===== config.mk =====
export PLATFORM = sky130hd
export DESIGN_NAME = fifo_write_arbiter
export DESIGN_NICKNAME = d
export VERILOG_FILES = /design/src/rtl/fifo_write_arbiter.sv
export SDC_FILE = /design/constraint.sdc
export NUM_CORES = 1
export LEC_CHECK = 0
export ABC_CLOCK_PERIOD_IN_PS = 2000
export CAP_MARGIN = 20
export CORE_UTILIZATION = 25
export CTS_CLUSTER_DIAMETER = 50
export CTS_CLUSTER_SIZE = 28
export DETAILED_ROUTE_END_ITERATION = 16
export GPL_ROUTABILITY_DRIVEN = 0
export GPL_TIMING_DRIVEN = 0
export PLACE_DENSITY_LB_ADDON = 0.05
export SLEW_MARGIN = 20
export SYNTH_ARGS = -nofsm -noshare
export SYNTH_HDL_FRONTEND = slang
export SYNTH_SLANG_ARGS = --single-unit
export TNS_END_PERCENT = 5

===== constraint.sdc =====
create_clock -name clk -period 2 [get_ports clk]
set_clock_uncertainty 0.15 [all_clocks]
set_input_delay 0.4 -clock clk [delete_from_list [all_inputs] [get_ports clk]]
set_output_delay 0.4 -clock clk [all_outputs]
set_load 0.03 [all_outputs]

===== src/rtl/fifo_write_arbiter.sv =====
// Packet-level round-robin arbiter in front of a FIFO write port.
// A grant is held for a whole packet, or is force-released after MAX_BEATS beats.
module fifo_write_arbiter #(
    parameter int WIDTH     = 8,
    parameter int NUM_REQ   = 4,
    parameter int MAX_BEATS = 16
) (
    input  logic                       clk,
    input  logic                       rst,
    input  logic [NUM_REQ-1:0]         req_valid,
    input  logic [NUM_REQ-1:0]         req_last,
    input  logic [NUM_REQ*WIDTH-1:0]   req_data,
    output logic [NUM_REQ-1:0]         req_ready,
    input  logic                       fifo_full,
    output logic                       fifo_write_req,
    output logic [WIDTH-1:0]           fifo_write_data,
    output logic [NUM_REQ-1:0]         grant,
    output logic                       err_overrun
);

    localparam int OW = (NUM_REQ > 1) ? $clog2(NUM_REQ) : 1;
    localparam int BW = $clog2(MAX_BEATS + 1);

    typedef enum logic {
        IDLE,
        BUSY
    } state_t;

    state_t          state, state_nxt;
    logic [OW-1:0]   owner, owner_nxt;
    logic [OW-1:0]   rr_ptr, rr_ptr_nxt;
    logic [BW-1:0]   beat_cnt, beat_cnt_nxt;
    logic            err_nxt;

    logic [OW-1:0]   winner;
    logic [OW-1:0]   scan;
    logic            any_valid;
    logic [OW-1:0]   owner_inc;
    logic [NUM_REQ-1:0] owner_onehot;
    logic            owner_valid;
    logic            owner_last;
    logic            accept;

    // First valid requester at or after rr_ptr, wrapping modulo NUM_REQ.
    always_comb begin
        winner    = rr_ptr;
        any_valid = 1'b0;
        scan      = '0;
        for (int unsigned k = 0; k < NUM_REQ; k++) begin
            scan = OW'((32'(rr_ptr) + k) % NUM_REQ);
            if (!any_valid && req_valid[scan]) begin
                any_valid = 1'b1;
                winner    = scan;
            end
        end
    end

    always_comb begin
        owner_valid     = 1'b0;
        owner_last      = 1'b0;
        owner_onehot    = '0;
        fifo_write_data = req_data[WIDTH-1:0];
        for (int unsigned i = 0; i < NUM_REQ; i++) begin
            if (owner == OW'(i)) begin
                owner_valid     = req_valid[i];
                owner_last      = req_last[i];
                owner_onehot[i] = 1'b1;
                fifo_write_data = req_data[i*WIDTH +: WIDTH];
            end
        end
    end

    assign owner_inc = (owner == OW'(NUM_REQ - 1)) ? '0 : owner + OW'(1);

    always_comb begin
        state_nxt      = state;
        owner_nxt      = owner;
        rr_ptr_nxt     = rr_ptr;
        beat_cnt_nxt   = beat_cnt;
        err_nxt        = 1'b0;
        req_ready      = '0;
        fifo_write_req = 1'b0;
        grant          = '0;
        accept         = 1'b0;
        case (state)
            IDLE: begin
                if (any_valid) begin
                    state_nxt    = BUSY;
                    owner_nxt    = winner;
                    beat_cnt_nxt = '0;
                end
            end
            BUSY: begin
                grant          = owner_onehot;
                req_ready      = fifo_full ? '0 : owner_onehot;
                accept         = owner_valid && !fifo_full;
                fifo_write_req = accept;
                if (accept) begin
                    beat_cnt_nxt = beat_cnt + BW'(1);
                    // A last beat wins over the limit, so a packet of exactly MAX_BEATS is not an overrun.
                    if (owner_last || beat_cnt == BW'(MAX_BEATS - 1)) begin
                        state_nxt    = IDLE;
                        rr_ptr_nxt   = owner_inc;
                        beat_cnt_nxt = '0;
                        err_nxt      = !owner_last;
                    end
                end
            end
            default: state_nxt = IDLE;
        endcase
    end

    always_ff @(posedge clk or posedge rst) begin
        if (rst) begin
            state       <= IDLE;
            owner       <= '0;
            rr_ptr      <= '0;
            beat_cnt    <= '0;
            err_overrun <= 1'b0;
        end else begin
            state       <= state_nxt;
            owner       <= owner_nxt;
            rr_ptr      <= rr_ptr_nxt;
            beat_cnt    <= beat_cnt_nxt;
            err_overrun <= err_nxt;
        end
    end

endmodule


Word level (Yosys, flattened, before mapping):

Cells that the tools add are included.

* word-level logic and storage cells: 81
* register bits: 11
* output and inout port bits: 18

* add/sub/neg operators: 5
* bitwise logic cells: 1
* equal/unequal tests: 6
* reductions and logical operators: 14
* $lt $le $gt $ge: 4
* mux-type cells: 46

Operators with widths (number)
* 1-bit 2-to-1 mux: 27
* 8-bit 2-to-1 mux: 3
* 5-bit 2-to-1 mux: 3
* 2-bit by 3-bit less-than comparator with 1-bit output (second input constant): 4
* 4-bit 2-to-1 mux: 3
* 5-bit one-hot mux with 2 select lines: 1
* 1-bit binary-select mux with 2-bit select: 4
* 2-bit 2-to-1 mux: 4
* 5-bit by 1-bit adder with 5-bit output (second input constant): 1
* 5-bit by 4-bit equality test with 1-bit output (second input constant): 1
* 1-bit zero test: 5
* 2-bit by 1-bit adder with 2-bit output (second input constant): 2
* 2-bit adder (second input constant): 2
* 2-bit equality test (second input constant): 2
* 1-bit logical AND: 4
* 2-bit AND reduction: 2
* 3-bit AND reduction: 1
* 2-bit by 1-bit equality test with 1-bit output (second input constant): 1
* 2-bit zero test: 1
* 2-bit by 1-bit != test with 1-bit output (second input constant): 1
* 2-bit != test (second input constant): 1
* 1-bit one-hot mux with 2 select lines: 1
* 1-bit logical OR: 1
* 1-bit inverter: 1

Longest topological paths before layout:

Gate-level depths: netlist (run 1).

* depth after elaboration: 14
* depth in mapped cells: 9
* mapped depth without buffers: 7

Least setup slack after synthesis (run 1):

Ideal clock, no wire load.

* kind: register to output
* start point: register owner[1]
* end point: output fifo_write_data[5]
* path buffers: 1
* arrival time: 1.834 ns
* path slack: -0.384 ns
* cell stages (with the launch flop): 8
* required time: 1.450 ns
* cell sequence: dfrtp_1 > inv_1 > ha_1 > buf_2 > mux2i_1 > nor2_1 > a21oi_1 > o21ai_0

* cells in the longest elaborated chain, start to end: 4

Ends and longest elaborated chain
* from (decl): RTL line 30 `logic [OW-1:0] owner, owner_nxt;`
* from (signal assigned): RTL line 122 `owner <= owner_nxt;`
* 2-bit by 1-bit equality test with 1-bit output: RTL line 64 `if (owner == OW'(i)) begin`
* 8-bit 2-to-1 mux (2 in series): RTL line 64
* 8-bit 2-to-1 mux *: RTL line 64
* to (decl): RTL line 16 `output logic [WIDTH-1:0] fifo_write_data,`

Every way passes the cells marked *; elsewhere a longest branch is shown, timed or not.

Worst setup path in the final report (run 1):

* start point: register owner[0]
* end point: output fifo_write_data[6]

The elaborated chain is that of the path after synthesis.

==> impl_summary.txt, run 1 <==
----------------------------------------------------
[Outcome]
  Run status ... complete, but fails checks
  Failing checks ... negative setup slack

[STA]
  Final setup violation count ... 18
  Worst slew margin relative to its limit ... a little under 70%
  Measured slew at the worst slew-check pin ... about 0.47 ns
  Hold Vio Cnt, Final ... 0
  Unrepaired setup endpoints after global routing ... yes
  Total negative slack for setup checks ... -3.37 ns
  Final Worst Setup Slack ... -0.251 ns
  Worst hold margin ... around 0.30 ns
  Final critical delay including setup and external delays ... about 2.3 ns
  Share of the clock period used by the worst path after layout ... 113%
  Maximum achievable frequency ... 444 MHz
  Final count of pins violating max slew ... 0

[Yosys]
  Post-synthesis cell area ... ~1100 um2
  Average instance area after synthesis ... 8.11 um2
  Synth cell types ... 38
  Dominant combinational cell family by area after synthesis ... simple AND/OR/NAND/NOR gates
  Post-synthesis sequential element count ... 11
  Multiplexer fraction of the synthesized cell area ... ~12%
  Post-synth EDFFs ... 0
  Most frequently used flop master after synthesis ... sky130_fd_sc_hd__dfrtp_1
  Xor-xnor portion of the synthesized cell area ... 0%
  Number of warnings issued by yosys ... 0
  Share of synthesized cell area in full adder, half adder and majority cells ... 7.01%
  Simple logic cell fraction of the synthesized area ... 27.0%
  Net count after synthesis ... 181
  Proportion of register bits with asynchronous set or reset after synthesis ... between 90% and 100%
  Sequential element share of the synthesized area ... around a quarter
  Count of mapped cells out of synthesis ... around 130
  Compound-gate portion of the synthesized area ... a little over a fifth

[Power]
  Sum of internal, switching and leakage power ... between 3000 and 4000 uW
  Maximum ir drop on the vdd rail ... 0.732 mV
  Power per cell area ... ~1500 nW/um2
  Static leakage ... 0.000933 uW

[Route]
  Vias ... around 1,200
  Antenna Violating Nets Remaining ... 0
  Pre-Repair DR Iteration Count ... 4
  Number of DRC violations after detailed routing ... 0
  Final Routed Wirelength ... between 3000 and 4000 um
  Vias per cell ... ~4.8
  Initial DRC count ... 30
  Wire length per cell ... 14.3 um

[Critical path]
  Startpoint class of the critical path ... flop
  R2R depth ... 9
  Largest driver fanout on the critical path ... 5
  R2r startpoint ... owner[1]
  Reg-to-reg setup timing slack ... -0.17 ns
  Critical path endpoint category ... primary output
  End of the worst register-to-register path ... rr_ptr[0]
  Type of the worst setup path ... flop to primary output
  Data required, critical path ... 1.45 ns
  Data arrival time of the critical path ... 1.70 ns

[Cells and area]
  Nets ... 261
  Area of combinational cells with multiple inputs ... ~850 um2
  Number of diodes added for antenna fixing ... 0
  Most used cells in the layout excluding fill and tap cells ... 42 x sky130_fd_sc_hd__clkdlybuf4s50_1, 15 x sky130_fd_sc_hd__buf_6, 13 x sky130_fd_sc_hd__nand2_1
  Leading cell type in the layout, fill and taps excluded ... sky130_fd_sc_hd__clkdlybuf4s50_1
  Area grow syn2layout ... 97.3%
  Final cell utilization of the core ... a little over half
  Fraction of layout instances using a drive strength above 1 ... 40.3%
  Filler cell count in the final layout ... just under 400
  Final cell count without fillers ... 261
  Sequential cell area ... 278 um2

[Min path]
  Worst min path class ... input port to asynchronous set/reset pin

[Clock network]
  Count of hold-fix buffers inserted at cts ... 0
  Clock latency of the later-clocked register in the worst-skew pair ... around 0.24 ns
  Number of sinks driven by the clock tree ... 11
  Clock tree from TritonCTS ... yes
  Number of CTS-inserted buffers ... 3
  Bufs on Longest Clock Path ... 2
  Clock tree root buffer cell ... sky130_fd_sc_hd__clkbuf_8
  Clock-pin slew reported for the worst setup and hold paths after clock tree synthesis ... roughly 0.05 ns
  H-tree lvl count ... 1

[Floorplan]
  Number of placement rows ... 23
  Initial core utilization ... between 20% and 30%
  Horizontal die dimension ... 67.5 um
  I/O Pins ... just over 60
  Area of the core ... 4060 um2
  Chip Height ... a little under 70 um
  Area of the die ... 4550 um2

[Global route]
  Global-route wire length before repair ... 5530 um
  Global-route total usage across every layer ... 16.5%
  Initial antenna violation count ... 0
  Leftover overflow at the end of global routing ... 0
  Via count of the first global-routing pass ... 1,167
  Largest net degree at the start of global routing ... 12

[Placed design]
  Number of instances in the placed design ... approximately 240
  Post-DP HPWL ... about 2700 um
  Number of buffer cells added on primary ports ... 60

[Job]
  Number of max-cap violations ... 0

----------------------------------------------------
## logic make-up after synthesis
family          count (synthesis)
simple gates                   51
compound gates                 38
mux                            12
buf+inv                        14
flops                          11
fa+ha+maj                       6
## what timing repair did
action,CTS,global route
pin swaps,7,8
setup buffers,15,0
gates cloned,1,0
endpoints found under the setup margin,21,25
resized for setup,130,17
## sequential cells by signal, indices dropped and copies added (netlist names)
| signal | flops |
|---|---|
| rr_ptr | 2 |
| state | 1 |
| err_overrun | 1 |
| beat_cnt | 5 |
| owner | 2 |
## worst max-delay path: stages, from the launching register on
cell and delay (ns):
sky130_fd_sc_hd__dfrtp_2 0.43, sky130_fd_sc_hd__buf_6 0.13, sky130_fd_sc_hd__ha_4 0.19, sky130_fd_sc_hd__buf_16 0.14, sky130_fd_sc_hd__mux2i_1 0.12, sky130_fd_sc_hd__nor2_2 0.12
sky130_fd_sc_hd__a21oi_2 0.04, sky130_fd_sc_hd__o21ai_2 0.15, sky130_fd_sc_hd__buf_6 0.14
## stage by stage
| step | setup slack [ns] | instance area, um2 |
|---|---|---|
| floorplan | -0.00246 | 1110 |
| global placement | -0.825 | 1770 |
| detailed placement | -0.846 | 1770 |
| CTS | -0.249 | 2090 |
| global route | -0.341 | 2110 |
| finish | -0.251 | 2110 |
## cell type report
type,instances,share of cell area [%]
well taps,50,2.96
multi-input cells,107,40.1
plain buffers,5,4.26
flip-flops and latches,11,13.1
clock buffers,4,2.13
repair buffers,76,35.8
inverters,8,1.66
## worst max path at each step
stage | startpoint | endpoint | slack [ns]
5_1_grt | owner[1] | fifo_write_data[4] | -0.34
3_5_place_dp | owner[0] | fifo_write_data[4] | -0.85
2_1_floorplan | owner[0] | rr_ptr[0] | -0.002
4_1_cts | owner[1] | fifo_write_data[7] | -0.25
3_3_place_gp | owner[0] | req_ready[3] | -0.82
6_report | owner[0] | fifo_write_data[6] | -0.25
## per-layer routing
layer | wire, um | GRT usage (%) | up-vias | part of all wire [%]
met4 | 32 | 4.79 | 0 | 0.86
met3 | 234 | 2.36 | 5 | 6.3
met2 | 1740 | 29.6 | 44 | 46
met1 | 1730 | 20.3 | 576 | 46
li1 | - | - | 622 | -
met5 | 0 | 0 | - | 0
## power breakdown
group	internal, uW	switching (uW)	total (uW)
Sequential	301	85.7	386
Combinational	1320	1320	2650
Clock	140	81.8	222
Total	1760	1490	3250
## cells in the mapped netlist (2+ instances only)
master                     number  area [um2]
sky130_fd_sc_hd__o21ai_0       14        70.1
sky130_fd_sc_hd__nand2_1       13        48.8
sky130_fd_sc_hd__nor2_1        13        48.8
sky130_fd_sc_hd__a21oi_1       12        60.1
sky130_fd_sc_hd__dfrtp_1       11         275
sky130_fd_sc_hd__mux2i_1        9        90.1
sky130_fd_sc_hd__inv_1          8        30.0
sky130_fd_sc_hd__and2_2         6        45.0
sky130_fd_sc_hd__ha_1           6        75.1
sky130_fd_sc_hd__a21o_1         3        22.5
sky130_fd_sc_hd__nor3b_1        3        22.5
sky130_fd_sc_hd__and3_1         2        12.5
sky130_fd_sc_hd__buf_6          2        22.5
sky130_fd_sc_hd__clkbuf_1       2        7.51
sky130_fd_sc_hd__mux2_4         2        30.0
sky130_fd_sc_hd__nor2b_1        2        12.5
sky130_fd_sc_hd__nor3_1         2        10.0
sky130_fd_sc_hd__o22ai_1        2        12.5
No activity file was read; power rests on OpenSTA's default activity.
==> inputs of run 2 (changes only) <==
ABC_CLOCK_PERIOD_IN_PS = 2700   (was 2000)
CORE_UTILIZATION = 30   (was 25)
CTS_CLUSTER_DIAMETER = 100   (was 50)
clock period = 2.7 ns   (was 2 ns; I/O delays follow)
==> run 2 against run 1 <==
Net effect:
- the flow still finishes with violations (negative setup slack)
- flip-flop and latch count is the same
- clock-buffer cell count is the same
- sequential share of layout area grew 2.3 points
- cell area shrank 16%
- die area shrank 16%
- critical path depth shrank 2
- global-route usage grew 0.94 points
- via count shrank 5.5%
==> impl_summary.txt, run 2 (synthesis gave the netlist of run 1 again) <==
----------------------------------------------------
[Floorplan]
  I/O Pins ... a little over 60
  Number of placement rows ... 21
  Initial core utilization ... a little under a third
  Chip Height ... between 60 and 70 um
  Area of the core ... roughly 3400 um2
  Horizontal die dimension ... slightly above 60 um
  Area of the die ... roughly 3800 um2

[Power]
  Static leakage ... between 0.0008 and 0.0009 uW
  Sum of internal, switching and leakage power ... about 1800 uW
  Maximum ir drop on the vdd rail ... roughly 0.42 mV
  Power per cell area ... 1020 nW/um2

[Cells and area]
  Final cell utilization of the core ... around 53%
  Final design instance area without fill ... 1780 um2
  Largest regs ... beat_cnt (5), owner (2), rr_ptr (2)
  Number of diodes added for antenna fixing ... 0
  Area grow syn2layout ... 66.5%
  Number of flip-flops in the largest register ... 5
  Leading cell type in the layout, fill and taps excluded ... sky130_fd_sc_hd__clkdlybuf4s50_1
  Register name with the most flops ... beat_cnt
  Most used cells in the layout excluding fill and tap cells ... 44 x sky130_fd_sc_hd__clkdlybuf4s50_1, 14 x sky130_fd_sc_hd__o21ai_0, 13 x sky130_fd_sc_hd__nand2_1, 13 x sky130_fd_sc_hd__nor2_1, 12 x sky130_fd_sc_hd__a21oi_1
  Filler cell count in the final layout ... between 300 and 400
  Fraction of layout instances using a drive strength above 1 ... between 20 and 25%
  Nets ... approximately 250

[Critical path]
  Start point of the critical path ... owner[0]
  Type of the worst setup path ... flop to primary output
  Data required, critical path ... roughly 2.0 ns
  R2r startpoint ... owner[0]
  Worst path bufs/invs ... 3
  End of the worst register-to-register path ... rr_ptr[1]
  Startpoint class of the critical path ... flop
  Biggest cell delay along the critical path ... ~0.45 ns
  Reg-to-reg setup timing slack ... slightly below 0.6 ns
  Last element of the critical path ... fifo_write_req
  R2R depth ... 7
  Slowest-stage cell, CP ... sky130_fd_sc_hd__o311a_2
  Largest driver fanout on the critical path ... 7
  Critical Path, Cell by Cell ... buf_4, ha_2, o311a_2, and2_4, buf_6, clkdlybuf4s15_2
  Number of cells on the critical path ... 6
  Critical path endpoint category ... primary output
  Crit-path leading delay family ... buffers and inverters
  Data arrival time of the critical path ... between 2 and 2.5 ns

[Route]
  Pre-Repair DR Iteration Count ... 4
  Wire length per cell ... ~13 um
  Antenna Violating Nets Remaining ... 0
  Initial DRC count ... 62
  Number of DRC violations after detailed routing ... 0
  Vias ... around 1,200
  Vias per cell ... 4.83
  Final Routed Wirelength ... approximately 3200 um

[STA]
  Final Worst Setup Slack ... -0.0251 ns
  Total negative slack for setup checks ... -0.0251 ns
  Worst slew margin relative to its limit ... about 73%
  Hold Vio Cnt, Final ... 0
  Unrepaired setup endpoints after global routing ... yes
  Maximum achievable frequency ... roughly 370 MHz
  Measured slew at the worst slew-check pin ... 0.407 ns
  Share of the clock period used by the worst path after layout ... 101%
  Final count of pins violating max slew ... 0
  Final critical delay including setup and external delays ... 2.73 ns
  Final setup violation count ... 1

[Min path]
  Worst min path class ... flop to flop

[Clock network]
  Clock tree root buffer cell ... sky130_fd_sc_hd__clkbuf_4
  H-tree lvl count ... 1
  Count of hold-fix buffers inserted at cts ... 0
  Clock tree from TritonCTS ... yes
  Number of CTS-inserted buffers ... 3
  Bufs on Longest Clock Path ... 2
  Clock-pin slew reported for the worst setup and hold paths after clock tree synthesis ... ~0.07 ns
  Number of sinks driven by the clock tree ... 11
  Clock latency of the later-clocked register in the worst-skew pair ... approximately 0.27 ns

[Outcome]
  Run status ... complete, but fails checks
  Failing checks ... negative setup slack

[Global route]
  Leftover overflow at the end of global routing ... 0
  Global-route wire length before repair ... roughly 5000 um
  Initial antenna violation count ... 0
  Global-route total usage across every layer ... 17.5%
  Largest net degree at the start of global routing ... 12
  Via count of the first global-routing pass ... 1,114

[Placed design]
  Post-DP HPWL ... 2540 um
  Number of buffer cells added on primary ports ... 60
  Instance area at placement ... between 1500 and 2000 um2

[Job]
  Number of max-cap violations ... 0

----------------------------------------------------
## run 2: where the power goes
part,internal [uW],switching [uW]
combinational,609,810
sequential,219,59.8
clock,57.2,54.5
## run 2: final cells by class
cell class              instances  area, um2  area share [%]
well taps                      46       57.6            3.23
repair buffers                 62        596            33.4
inverters                       8       30.0            1.68
multi-input cells             107        747            41.9
flip-flops and latches         11        275            15.4
clock buffers                   4       26.3            1.47
plain buffers                   6       51.3            2.88
## run 2: repair_timing
action	CTS	global route
buffers inserted	0	2
resized for setup	30	23
endpoints found under the setup margin	14	12
## run 2: how the worst min path moves through the flow
stage | cells past startpoint | from | endpoint | slack [ns]
finish | 2 | beat_cnt[4] | beat_cnt[4] | 0.34
global route | 2 | beat_cnt[4] | beat_cnt[4] | 0.39
CTS | 2 | beat_cnt[4] | beat_cnt[4] | 0.34
detailed placement | 2 | beat_cnt[4] | beat_cnt[4] | 0.33
global placement | 2 | beat_cnt[4] | beat_cnt[4] | 0.31
floorplan | 1 | rst | beat_cnt[0] | 0.24
## run 2: layer usage
| metal | up-vias | global-route usage (%) | part of all wire (%) |
|---|---|---|---|
| met5 | - | 0 | 0 |
| met4 | 0 | 5.71 | 1.2 |
| met3 | 4 | 1.45 | 8.0 |
| met1 | 533 | 22.6 | 48 |
| li1 | 597 | - | - |
| met2 | 45 | 30.9 | 43 |
## run 2: worst reg2reg max path, delay by kind of cell, from the launching register on
family                   cells  cell delay, ns
adder cells (fa/ha/maj)      1            0.23
AO/OA/AOI/OAI                1            0.45
AND/OR/NAND/NOR              2            0.21
flip-flops                   1            0.40
buffers and inverters        2            0.26
multiplexers                 1            0.29
## run 2: through the flow
step	cells	worst slack, ns	hold WS (ns)
after global routing	244	-0.109	0.388
after global placement	238	-0.381	0.313
final	244	-0.0251	0.341
after detailed placement	238	-0.423	0.329
after CTS	242	-0.112	0.345
after floorplan	132	0.176	0.242
==> inputs of run 3 (changes only) <==
CORE_MARGIN = 10   (was default)
CTS_CLUSTER_SIZE = 24   (was 28)
==> run 3 against run 2 <==
Net effect:
- the flow now finishes without violations
- combinational power about the same
- routed wire length increased by 21%
- largest power group unchanged
- die area increased by 67%
- highest routed layer unchanged
- largest cell class unchanged
- critical path type unchanged
==> impl_summary.txt, run 3 (synthesis gave the netlist of run 1 again) <==
----------------------------------------------------
[STA]
  Unrepaired setup endpoints after global routing ... yes
  Maximum achievable frequency ... 379 MHz
  Worst slew margin relative to its limit ... 70.2%
  Final critical delay including setup and external delays ... approximately 2.6 ns
  Hold Vio Cnt, Final ... 0
  Final Worst Setup Slack ... approximately 0.059 ns
  Final count of pins violating max slew ... 0
  Final setup violation count ... 0
  Measured slew at the worst slew-check pin ... 0.445 ns
  Share of the clock period used by the worst path after layout ... 97.8%

[Global route]
  Global-route wire length before repair ... 6150 um
  Initial antenna violation count ... 0
  Global-route total usage across every layer ... a little under an eighth
  Via count of the first global-routing pass ... roughly 1,100
  Leftover overflow at the end of global routing ... 0
  Largest net degree at the start of global routing ... 12

[Clock network]
  Clock tree from TritonCTS ... yes
  Clock latency of the later-clocked register in the worst-skew pair ... between 0.2 and 0.3 ns
  Post-CTS setup buffers ... 0
  Clock tree root buffer cell ... sky130_fd_sc_hd__clkbuf_4
  H-tree lvl count ... 1
  Count of hold-fix buffers inserted at cts ... 0
  Bufs on Longest Clock Path ... 2
  Number of CTS-inserted buffers ... 3
  Clock-pin slew reported for the worst setup and hold paths after clock tree synthesis ... approximately 0.070 ns
  Number of sinks driven by the clock tree ... 11

[Power]
  NetSw ... approximately 940 uW
  Fraction of power consumed by combinational cells ... between 70% and 80%
  Static leakage ... 0.000803 uW
  Power per cell area ... around 1000 nW/um2
  Maximum ir drop on the vdd rail ... around 0.5 mV
  Clock power frac ... around 6.5%
  Cell internal power dissipation ... about 870 uW
  Proportion of power drawn by flip-flops and latches ... between 10% and 20%
  Switching fraction of total power ... between 50% and 60%

[Route]
  Vias per cell ... a little under 5
  Number of DRC violations after detailed routing ... 0
  Pre-Repair DR Iteration Count ... 4
  Wire length per cell ... 16.2 um
  Vias ... approximately 1,200
  Initial DRC count ... between 40 and 50
  Antenna Violating Nets Remaining ... 0
  Final Routed Wirelength ... ~4000 um

[Critical path]
  End of the worst register-to-register path ... rr_ptr[0]
  Startpoint class of the critical path ... flop
  R2R depth ... 8
  Largest driver fanout on the critical path ... 10
  Data required, critical path ... 2.01 ns
  R2r startpoint ... owner[0]
  Data arrival time of the critical path ... a little under 2 ns
  Critical path endpoint category ... primary output
  Type of the worst setup path ... flop to primary output
  Reg-to-reg setup timing slack ... about 0.64 ns

[Floorplan]
  Number of placement rows ... 21
  Horizontal die dimension ... ~80 um
  Chip Height ... ~80 um
  Area of the core ... 3390 um2
  Initial core utilization ... between 30% and 40%
  Area of the die ... 6360 um2
  I/O Pins ... between 60 and 70

[Cells and area]
  Area grow syn2layout ... 64.0%
  Register name with the most flops ... beat_cnt
  Leading cell type in the layout, fill and taps excluded ... sky130_fd_sc_hd__clkdlybuf4s50_1
  Area of combinational cells with multiple inputs ... between 700 and 800 um2
  Number of diodes added for antenna fixing ... 0
  Number of flip-flops in the largest register ... 5
  Largest regs ... beat_cnt (5), owner (2), rr_ptr (2)
  Nets ... 246
  Filler cell count in the final layout ... ~320
  Sequential cell area ... 277 um2
  Most used cells in the layout excluding fill and tap cells ... 45 x sky130_fd_sc_hd__clkdlybuf4s50_1, 14 x sky130_fd_sc_hd__o21ai_0, 13 x sky130_fd_sc_hd__nand2_1, 13 x sky130_fd_sc_hd__nor2_1, 12 x sky130_fd_sc_hd__a21oi_1
  Fraction of layout instances using a drive strength above 1 ... about 22%
  Final cell utilization of the core ... 51.8%

[Job]
  Number of max-cap violations ... 0

[Placed design]
  Post-DP HPWL ... 3190 um
  Number of buffer cells added on primary ports ... 60
  Pre-CTS WS ... -0.416 ns

[Min path]
  Worst hold path cell count ... 2
  Launch point of the worst hold path ... beat_cnt[4]
  Worst min path class ... flop to flop
  Worst-case hold path end point ... beat_cnt[4]

[Outcome]
  Run status ... finished, final reports clean

----------------------------------------------------
## run 3: changes by cell type in the layout (fill, tap and decap cells not counted), sizes merged
cell	change
clkdlybuf4s50	+1
clkbuf	+3
buf	-1
clkdlybuf4s15	-4
dlymetal6s2s	-1
## run 3: timing repair
item | in CTS | in global routing
resized for setup | 35 | 35
pin swaps | 0 | 1
gates cloned | 0 | 0
endpoints found under the hold margin | 0 | 0
endpoints found under the setup margin | 14 | 12
## run 3: area by class of cell
class / count / area share (%)
Timing Repair Buffer: 60 / 32.0
Multi-Input combinational cell: 107 / 42.5
Sequential cell: 11 / 15.7
Buffer: 6 / 3.28
Tap cell: 46 / 3.28
Clock buffer: 4 / 1.50
Inverter: 8 / 1.71
## run 3: power groups by stage
stage / clock [uW] / combinational (uW) / sequential [uW]
4_1_cts: 118 / 1410 / 275
6_report: 118 / 1400 / 285
2_1_floorplan: 0 / 963 / 263
3_3_place_gp: 0 / 1430 / 275
5_1_grt: 127 / 1540 / 295
3_5_place_dp: 0 / 1450 / 278
## run 3: worst max path at each step
stage                  from            endpoint  slack (ns)  depth (start not counted)
2_1_floorplan      owner[1]  fifo_write_data[5]        0.18                          7
3_3_place_gp   req_valid[0]      fifo_write_req       -0.39                          6
5_1_grt            owner[1]  fifo_write_data[6]       -0.06                          8
4_1_cts            owner[0]      fifo_write_req       -0.09                          8
6_report           owner[0]  fifo_write_data[6]        0.06                          8
3_5_place_dp   req_valid[0]      fifo_write_req       -0.42                          6
## run 3: layer usage
layer | wire [um] | global-route usage [%] | up-vias | part of all wire [%]
met2 | 1650 | 17.6 | 48 | 42
met4 | 59 | 4.23 | 0 | 1.5
met5 | 0 | 0 | - | 0
met3 | 307 | 3.15 | 7 | 7.8
li1 | - | - | 595 | -
met1 | 1900 | 16.2 | 526 | 48
## run 3: stage by stage
step	hold slack [ns]	cells	total power, uW	area (um2)	setup TNS (ns)
after floorplan	0.242	132	1230	1070	0
after detailed placement	0.324	238	1730	1730	-2.53
final	0.333	242	1810	1760	0
after global routing	0.366	242	1960	1760	-0.112
after global placement	0.317	238	1710	1730	-2.32
after CTS	0.339	242	1800	1760	-0.340
## run 3: critical path: stages, from the launching register on
cell	delay, ns
sky130_fd_sc_hd__dfrtp_2	0.42
sky130_fd_sc_hd__inv_2	0.06
sky130_fd_sc_hd__ha_1	0.22
sky130_fd_sc_hd__buf_6	0.15
sky130_fd_sc_hd__clkbuf_4	0.19
sky130_fd_sc_hd__nor2_1	0.12
sky130_fd_sc_hd__a21oi_1	0.05
sky130_fd_sc_hd__o21ai_0	0.13
sky130_fd_sc_hd__clkdlybuf4s15_2	0.32
